--- config.mk ---
export PLATFORM = sky130hd
export DESIGN_NAME = spi_ram_burst_flat
export DESIGN_NICKNAME = d
export VERILOG_FILES = /design/src/rtl/spi_ram_pkg.sv /design/src/rtl/spi_ram_burst_if.sv /design/src/rtl/spi_ram_mem.sv /design/src/rtl/spi_ram_burst.sv /design/src/flat_wrapper.sv
export SDC_FILE = /design/constraint.sdc
export NUM_CORES = 2
export LEC_CHECK = 0
export ABC_AREA = 1
export CELL_PAD_IN_SITES_DETAIL_PLACEMENT = 2
export CELL_PAD_IN_SITES_GLOBAL_PLACEMENT = 2
export CORE_MARGIN = 2
export CORE_UTILIZATION = 39
export CTS_CLUSTER_DIAMETER = 120
export CTS_CLUSTER_SIZE = 20
export DETAILED_ROUTE_END_ITERATION = 8
export MAX_ROUTING_LAYER = met4
export PLACE_DENSITY_LB_ADDON = 0.1
export SLEW_MARGIN = 20
export SYNTH_ARGS = -nofsm -noshare
export SYNTH_HDL_FRONTEND = slang
export SYNTH_SLANG_ARGS = --single-unit
--- constraint.sdc ---
create_clock -name clk -period 2.16 [get_ports clk]
set_clock_uncertainty 0.05 [all_clocks]
set_input_delay 0.432 -clock clk [delete_from_list [all_inputs] [get_ports clk]]
set_output_delay 0.432 -clock clk [all_outputs]
set_load 0.05 [all_outputs]
--- src/rtl/spi_ram_pkg.sv ---
// rtl/spi_ram_pkg.sv - command encoding shared by the SPI RAM slave
package spi_ram_pkg;

  typedef enum logic [1:0] {
    CMD_WR_ADDR = 2'b00,
    CMD_WR_DATA = 2'b01,
    CMD_RD_ADDR = 2'b10,
    CMD_RD_DATA = 2'b11
  } cmd_t;

endpackage

--- src/rtl/spi_ram_burst_if.sv ---
// rtl/spi_ram_burst_if.sv - command/response bundle between SPI front end and RAM slave
interface spi_ram_burst_if #(
  parameter int DATA_W = 8,
  parameter int ADDR_W = 8
);
  logic              rx_valid;
  logic [DATA_W+1:0] din;
  logic [DATA_W-1:0] dout;
  logic              tx_valid;
  logic [ADDR_W-1:0] wr_ptr;
  logic [ADDR_W-1:0] rd_ptr;
  logic              wr_wrap;
  logic              rd_wrap;

  modport master (
    output rx_valid, din,
    input  dout, tx_valid, wr_ptr, rd_ptr, wr_wrap, rd_wrap
  );

  modport slave (
    input  rx_valid, din,
    output dout, tx_valid, wr_ptr, rd_ptr, wr_wrap, rd_wrap
  );
endinterface

--- src/rtl/spi_ram_mem.sv ---
// rtl/spi_ram_mem.sv - storage array with synchronous write and registered read
module spi_ram_mem #(
  parameter int DATA_W = 8,
  parameter int ADDR_W = 8
) (
  input  logic              clk,
  input  logic              rst_n,
  input  logic              we,
  input  logic [ADDR_W-1:0] waddr,
  input  logic [DATA_W-1:0] wdata,
  input  logic              re,
  input  logic [ADDR_W-1:0] raddr,
  output logic [DATA_W-1:0] rdata
);
  localparam int DEPTH = 2 ** ADDR_W;

  logic [DATA_W-1:0] mem_q [DEPTH];
  logic [DATA_W-1:0] rdata_q;
  logic [DATA_W-1:0] rdata_d;

  // Array has no reset so it can map onto RAM macros.
  always_ff @(posedge clk) begin
    if (we) begin
      mem_q[waddr] <= wdata;
    end
  end

  always_comb begin
    rdata_d = rdata_q;
    if (re) begin
      rdata_d = mem_q[raddr];
    end
  end

  always_ff @(posedge clk or negedge rst_n) begin
    if (!rst_n) begin
      rdata_q <= '0;
    end else begin
      rdata_q <= rdata_d;
    end
  end

  assign rdata = rdata_q;
endmodule

--- src/rtl/spi_ram_burst.sv ---
// rtl/spi_ram_burst.sv - RAM slave: command decode, auto-increment pointers, wrap flags
// and read-latency pipeline in front of spi_ram_mem.
module spi_ram_burst
  import spi_ram_pkg::*;
#(
  parameter int DATA_W   = 8,
  parameter int ADDR_W   = 8,
  parameter int AUTO_INC = 1,
  parameter int RD_LAT   = 1
) (
  input  logic            clk,
  input  logic            rst_n,
  spi_ram_burst_if.slave  bus
);
  if (RD_LAT != 1 && RD_LAT != 2) begin : g_bad_rd_lat
    $error("spi_ram_burst: RD_LAT must be 1 or 2");
  end
  if (ADDR_W > DATA_W) begin : g_bad_addr_w
    $error("spi_ram_burst: ADDR_W must not exceed DATA_W");
  end

  cmd_t              cmd;
  logic [DATA_W-1:0] payload;
  logic [ADDR_W-1:0] wr_ptr_q, wr_ptr_d;
  logic [ADDR_W-1:0] rd_ptr_q, rd_ptr_d;
  logic              wr_wrap_q, wr_wrap_d;
  logic              rd_wrap_q, rd_wrap_d;
  logic              we;
  logic              re;
  logic              rd_v1_q, rd_v1_d;
  logic [DATA_W-1:0] rdata;

  assign cmd     = cmd_t'(bus.din[DATA_W+1:DATA_W]);
  assign payload = bus.din[DATA_W-1:0];

  always_comb begin
    wr_ptr_d  = wr_ptr_q;
    rd_ptr_d  = rd_ptr_q;
    wr_wrap_d = wr_wrap_q;
    rd_wrap_d = rd_wrap_q;
    we        = 1'b0;
    re        = 1'b0;
    if (bus.rx_valid) begin
      unique case (cmd)
        CMD_WR_ADDR: begin
          wr_ptr_d  = payload[ADDR_W-1:0];
          wr_wrap_d = 1'b0;
        end
        CMD_WR_DATA: begin
          we = 1'b1;
          if (AUTO_INC != 0) begin
            wr_ptr_d = wr_ptr_q + ADDR_W'(1);
            if (wr_ptr_q == {ADDR_W{1'b1}}) wr_wrap_d = 1'b1;
          end
        end
        CMD_RD_ADDR: begin
          rd_ptr_d  = payload[ADDR_W-1:0];
          rd_wrap_d = 1'b0;
        end
        CMD_RD_DATA: begin
          re = 1'b1;
          if (AUTO_INC != 0) begin
            rd_ptr_d = rd_ptr_q + ADDR_W'(1);
            if (rd_ptr_q == {ADDR_W{1'b1}}) rd_wrap_d = 1'b1;
          end
        end
        default: ;
      endcase
    end
  end

  assign rd_v1_d = re;

  always_ff @(posedge clk or negedge rst_n) begin
    if (!rst_n) begin
      wr_ptr_q  <= '0;
      rd_ptr_q  <= '0;
      wr_wrap_q <= 1'b0;
      rd_wrap_q <= 1'b0;
      rd_v1_q   <= 1'b0;
    end else begin
      wr_ptr_q  <= wr_ptr_d;
      rd_ptr_q  <= rd_ptr_d;
      wr_wrap_q <= wr_wrap_d;
      rd_wrap_q <= rd_wrap_d;
      rd_v1_q   <= rd_v1_d;
    end
  end

  spi_ram_mem #(
    .DATA_W (DATA_W),
    .ADDR_W (ADDR_W)
  ) u_mem (
    .clk   (clk),
    .rst_n (rst_n),
    .we    (we),
    .waddr (wr_ptr_q),
    .wdata (payload),
    .re    (re),
    .raddr (rd_ptr_q),
    .rdata (rdata)
  );

  // The memory read register is the first latency stage; RD_LAT=2 adds one more.
  if (RD_LAT == 2) begin : g_lat2
    logic              rd_v2_q, rd_v2_d;
    logic [DATA_W-1:0] dout2_q, dout2_d;

    always_comb begin
      rd_v2_d = rd_v1_q;
      dout2_d = dout2_q;
      if (rd_v1_q) dout2_d = rdata;
    end

    always_ff @(posedge clk or negedge rst_n) begin
      if (!rst_n) begin
        rd_v2_q <= 1'b0;
        dout2_q <= '0;
      end else begin
        rd_v2_q <= rd_v2_d;
        dout2_q <= dout2_d;
      end
    end

    assign bus.tx_valid = rd_v2_q;
    assign bus.dout     = dout2_q;
  end else begin : g_lat1
    assign bus.tx_valid = rd_v1_q;
    assign bus.dout     = rdata;
  end

  assign bus.wr_ptr  = wr_ptr_q;
  assign bus.rd_ptr  = rd_ptr_q;
  assign bus.wr_wrap = wr_wrap_q;
  assign bus.rd_wrap = rd_wrap_q;
endmodule

--- src/flat_wrapper.sv ---
// flat-port wrapper written by rule: the top's interface ports become plain ports
module spi_ram_burst_flat import spi_ram_pkg::*;
#(
  parameter int DATA_W   = 8,
  parameter int ADDR_W   = 8,
  parameter int AUTO_INC = 1,
  parameter int RD_LAT   = 1
)
  (clk, rst_n, bus_rx_valid, bus_din, bus_dout, bus_tx_valid, bus_wr_ptr, bus_rd_ptr, bus_wr_wrap, bus_rd_wrap);
  spi_ram_burst_if #(.DATA_W(DATA_W), .ADDR_W(ADDR_W)) bus_i ();
  input  logic clk;
  input  logic rst_n;
  input wire logic [$bits(bus_i.rx_valid)-1:0] bus_rx_valid;
  input wire logic [$bits(bus_i.din)-1:0] bus_din;
  output wire logic [$bits(bus_i.dout)-1:0] bus_dout;
  output wire logic [$bits(bus_i.tx_valid)-1:0] bus_tx_valid;
  output wire logic [$bits(bus_i.wr_ptr)-1:0] bus_wr_ptr;
  output wire logic [$bits(bus_i.rd_ptr)-1:0] bus_rd_ptr;
  output wire logic [$bits(bus_i.wr_wrap)-1:0] bus_wr_wrap;
  output wire logic [$bits(bus_i.rd_wrap)-1:0] bus_rd_wrap;
  assign bus_i.rx_valid = bus_rx_valid;
  assign bus_i.din = bus_din;
  assign bus_dout = bus_i.dout;
  assign bus_tx_valid = bus_i.tx_valid;
  assign bus_wr_ptr = bus_i.wr_ptr;
  assign bus_rd_ptr = bus_i.rd_ptr;
  assign bus_wr_wrap = bus_i.wr_wrap;
  assign bus_rd_wrap = bus_i.rd_wrap;
  spi_ram_burst #(.DATA_W(DATA_W), .ADDR_W(ADDR_W), .AUTO_INC(AUTO_INC), .RD_LAT(RD_LAT)) u_core (.clk(clk), .rst_n(rst_n), .bus(bus_i));
endmodule
# After elaboration in Yosys (flattened, before gate mapping)

Memory sizes are Yosys's and may differ from the RTL's. A register that Yosys moved wholly into a read port is not among the register bits.
Cells that the tools add are included.

Flip-flop bits (word level): 19
Memory bits (writable): 2048
Input port bits: 13
Output and inout bits: 27
Word-level logic and storage cells: 35
Memories: 1

Add/sub/neg operators: 2
Eq/ne operators: 7
Mux-type cells: 12
Reductions and logical operators: 8

Memory list:

| name               | words | bits a word | rd ports | clocked after Yosys merged registers in | write ports | line              | text |
|---|---|---|---|---|---|---|---|
| u_core.u_mem.mem_q | 256   | 8           | 1        | 1                                       | 1           | spi_ram_mem.sv:17 | `logic [DATA_W-1:0] mem_q [DEPTH];` |

Operator list:

| cell                | count |
|---|---|
| $pmux 8 s2          | 2 |
| $add 8x1->8 const B | 2 |
| $eq 8x8->1 const B  | 2 |
| $mux 1              | 8 |
| $reduce_and 3->1    | 2 |
| $eq 2x2->1 const B  | 2 |
| $ne 2x1->1 const B  | 2 |
| $pmux 1 s2          | 2 |
| $reduce_and 2->1    | 2 |
| $reduce_bool 2->1   | 2 |
| $eq 2x1->1 const B  | 1 |
| $logic_not 2->1     | 1 |
| $logic_not 1->1     | 1 |

# Logic depth before layout (Yosys ltp)

Depth in word-level cells: 5
Mapped depth: 18

# Modules after synthesis

Synthesis repeated with hierarchy kept, for this count alone.

Cell total of the unflattened synthesis: 7172
Area total of the unflattened synthesis: 84671.2 um2

By module, submodules not included:

| module        | instances | cells each | area an instance (um2) |
|---|---|---|---|
| spi_ram_mem   | 1         | 7004       | 83525.1 |
| spi_ram_burst | 1         | 168        | 1146.1 |

# Worst setup path after synthesis

Ideal clock, no wire load.

Path kind: flip-flop to flip-flop
Start point: register u_core.wr_ptr_q[0], in the netlist u_core.bus.wr_ptr[0]
End point: memory u_core.u_mem.mem_q[207][0], enable pin
Library setup time: 0.383 ns
Arrival time: 1.986 ns
Required time: 1.727 ns
Path slack: -0.260 ns
Stages on the path, launching flop included: 6
Path through: dfrtp_1 > ha_1 > inv_1 > nor2_1 > inv_1 > nor3_1

RTL lines:

| element                  | line                | text |
|---|---|---|
| start: declaration       | spi_ram_burst.sv:24 | `logic [ADDR_W-1:0] wr_ptr_q, wr_ptr_d;` |
| start signal: assignment | spi_ram_burst.sv:82 | `wr_ptr_q <= wr_ptr_d;` |
| end: declaration         | spi_ram_mem.sv:17   |  |

No word-level cell before the write port.

==> reports/qor.csv <==
metric;value;unit
final_nets;8597;
via_per_inst;5.48;
grt_pass1_vias;69700;
wl_met1;142000;um
endpoint_kind;flip-flop;
violations;setup timing;
grt_max_degree;76;
total_power;93.5;mW
clock_path_buffers;3;
crit_slowest_cell;dfrtp_4;
clk_latency;810;ps
grt_pass1_wl;481000;um
pin_count;40;
setup.worst_path.class;reg -> reg;
dp_hpwl;216000;um
critPathMostFrequentCell;nor2_1;
layout-drive-gt1-share;20.4;%
crit_fanout;10;
yosysTopAreaCellShare;70.9;%
synth_nets;7831;
die_w;476;um
layout_setup_ws;-567;ps
start_kind;flip-flop;
netlist_instances;7813;
yosys_warnings;0;
worstMarginPinSlew;817;ps
drt_iter0_drc;5122;
die_area;0.226;sq mm
p_leak;39.9;nW
layout_min_cycle_time;2730;ps
wl_met3;12900;um
gr-total-overflow;0;
place_ws;-834;ps
top_layer_used;met4;
via_count;63500;
rsz0062_at_grt;true;
synth_area_leaders;edfxtp_1, nand2_1, nand3_1;
wirelength;333000;um
wl_met2;169000;um
avgSynthCellArea;11.1;sq um
p_per_area;884;mW/mm^2
critPathRequiredTime;2800;ps
cts_sinks;2075;
cts_tree;built;
ir_drop;731;uV
initial_core_util;39.1;%
max_freq;0.367;GHz
seq_area_frac_synth;71.7;%
finalSetupViolCount;12;
maxSlewHeadroom;45.5;%
drt_pre_antenna_iters;5;
grtUsageTotal;29.9;%
hold_viol_final;0;
clkSlewWorstSetupHoldPaths;80;ps
ys_ff_latch;2075;
slew_viol_final;0;
io_buffer_count;39;
cts_buffers;113;
antenna_found_initial;15;
syn_to_final_growth;21.8;%
final_util;47.7;%
fin_crit_sh;126;%
min_path_type;in -> reg;
arrival;3370;ps
ant_nets;0;
status;finished with violations;
die_h;476;um
syn_area;0.0868;sq mm
yosysUniqueCellTypes;29;
drv_cap;0;
wl_per_cell;28.8;um
synth_top_area_cell;edfxtp_1;
cts_root_buffer;clkbuf_16;
slowest_delay;470;ps
drc;0;
path_cells;buf_12 -> clkinv_16 -> buf_16 -> buf_4 -> buf_4 -> nor2_1 -> nor2_1 -> o21ai_0 -> nand3_1 -> nand3_2 -> nand2_4 -> nor2_4 -> nor2_4 -> buf_6 -> nor2_4 -> nor2_2 -> nor2_1 -> nor2_1;
rows;173;
htreeDepth;3;
gp_congestion;0.854;
core_area;0.222;sq mm
power by group:
part	internal, mW	switching (mW)
clock network	9.75	13.3
logic	9.22	16.6
registers	44.3	0.292
total	63.3	30.2
path summary, 6_finish.rpt:
path                       slack [ps]  cells past startpoint                             endpoint                        startpoint
max                              -570                     18    u_core.u_mem.rdata[7]$_DFFE_PN0P_  u_core.bus.rd_ptr[0]$_DFFE_PN0P_
min                                80                      1  u_core.u_mem.mem_q[66][6]$_DFFE_PP_                        bus_din[6]
max reg2reg                      -570                     18    u_core.u_mem.rdata[7]$_DFFE_PN0P_  u_core.bus.rd_ptr[0]$_DFFE_PN0P_
min reg2reg                       520                      1       u_core.bus.wr_wrap$_DFFE_PN0P_    u_core.bus.wr_wrap$_DFFE_PN0P_
max in group asynchronous        1250                      2     u_core.bus.rd_ptr[0]$_DFFE_PN0P_                             rst_n
min in group asynchronous         170                      2     u_core.bus.wr_ptr[1]$_DFFE_PN0P_                             rst_n
metal layers:
| layer | track usage (%) | vias up |
|---|---|---|
| li1 | - | 28100 |
| met1 | 38.1 | 33700 |
| met2 | 50.7 | 1355 |
| met3 | 2.79 | 372 |
| met4 | 8.93 | 0 |
| met5 | - | - |
layout make-up:
class	count	area, sq um
Timing Repair inverter	2	41.3
Antenna cell	8	20.0
Clock inverter	3	58.8
Multi-Input combinational cell	4873	22600
Tap cell	2975	3720
Sequential cell	2075	62200
Inverter	385	1500
Timing Repair Buffer	1129	12600
Fill cell	22100	116000
Clock buffer	140	2970
registers in the layout, summed over array words and instances (netlist names):
name                 cells
u_core.u_mem.mem_q    2048
u_core.bus.rd_ptr        8
u_core.bus.wr_ptr        8
u_core.u_mem.rdata       8
u_core.bus.rd_wrap       1
u_core.bus.tx_valid      1
u_core.bus.wr_wrap       1
cell families after synthesis:
kind of cell | Yosys count | share of synthesized area (%)
buffers and inverters | 865 | 4.61
AO/OA/AOI/OAI | 294 | 1.85
AND/OR/NAND/NOR | 4571 | 21.8
XOR/XNOR | 3 | 0.0303
flip-flops | 2075 | 71.7
adder cells (fa/ha/maj) | 5 | 0.0721
critical path: cells and delay by family, from the launching register on:
family | cells | cell delay, ps
AO/OA/AOI/OAI | 1 | 120
buffers and inverters | 6 | 940
flip-flops | 1 | 470
AND/OR/NAND/NOR | 11 | 980
synthesized netlist by cell type, drive strengths merged:
cell type	count
dfrtp	27
ha	5
o21ai	221
clkinv	5
o32ai	3
o22ai	5
xor2	3
nand2	2399
nand3	1359
nor3	5
inv	380
buf	338
nor2	795
a41oi	1
a21oi	18
a22oi	3
edfxtp	2048
or2	13
a211oi	3
clkbuf	142
o211ai	39
a2bb2oi	1
stage by stage:
step | TNS, ps | hold WS [ps] | area [sq um] | cells
finish | -5080 | 79.3 | 106000 | 11600
floorplan | -26580 | 86.4 | 86900 | 7813
detailed placement | -678380 | 510 | 98400 | 11300
CTS | -5580 | 11.7 | 104000 | 11500
global route | -6170 | 31.7 | 106000 | 11600
global placement | -540690 | 507 | 98400 | 11300
timing repair:
| item | CTS | global route |
|---|---|---|
| resized for setup | 283 | 397 |
| pin swaps | 34 | 103 |
| setup buffers | 39 | 30 |
| gates cloned | 25 | 15 |
| hold buffers | 7 | 0 |
| endpoints found under the hold margin | 93 | 0 |
| endpoints found under the setup margin | 485 | 500 |
layout by cell type (no fill, tap or decap), types with 7 or more instances in the layout:
master	instances
clkbuf_16	129
buf_12	199
nand2_2	116
nor2_1	686
bufbuf_16	9
nand2_4	14
o21ai_2	14
inv_1	362
inv_2	13
buf_6	67
dlygate4sd3_1	7
o21ai_0	166
nor2_2	84
buf_16	38
edfxtp_1	2048
clkbuf_1	25
dfrtp_2	14
o211ai_1	39
o21ai_1	40
dfrtp_1	9
or2_2	13
diode_2	8
nand2_1	2269
nand3_2	188
nand3_4	13
nor2_4	25
buf_4	772
buf_8	17
a21oi_1	13
nand3_1	1158
Note: power is estimated with default switching activity, not from simulation.
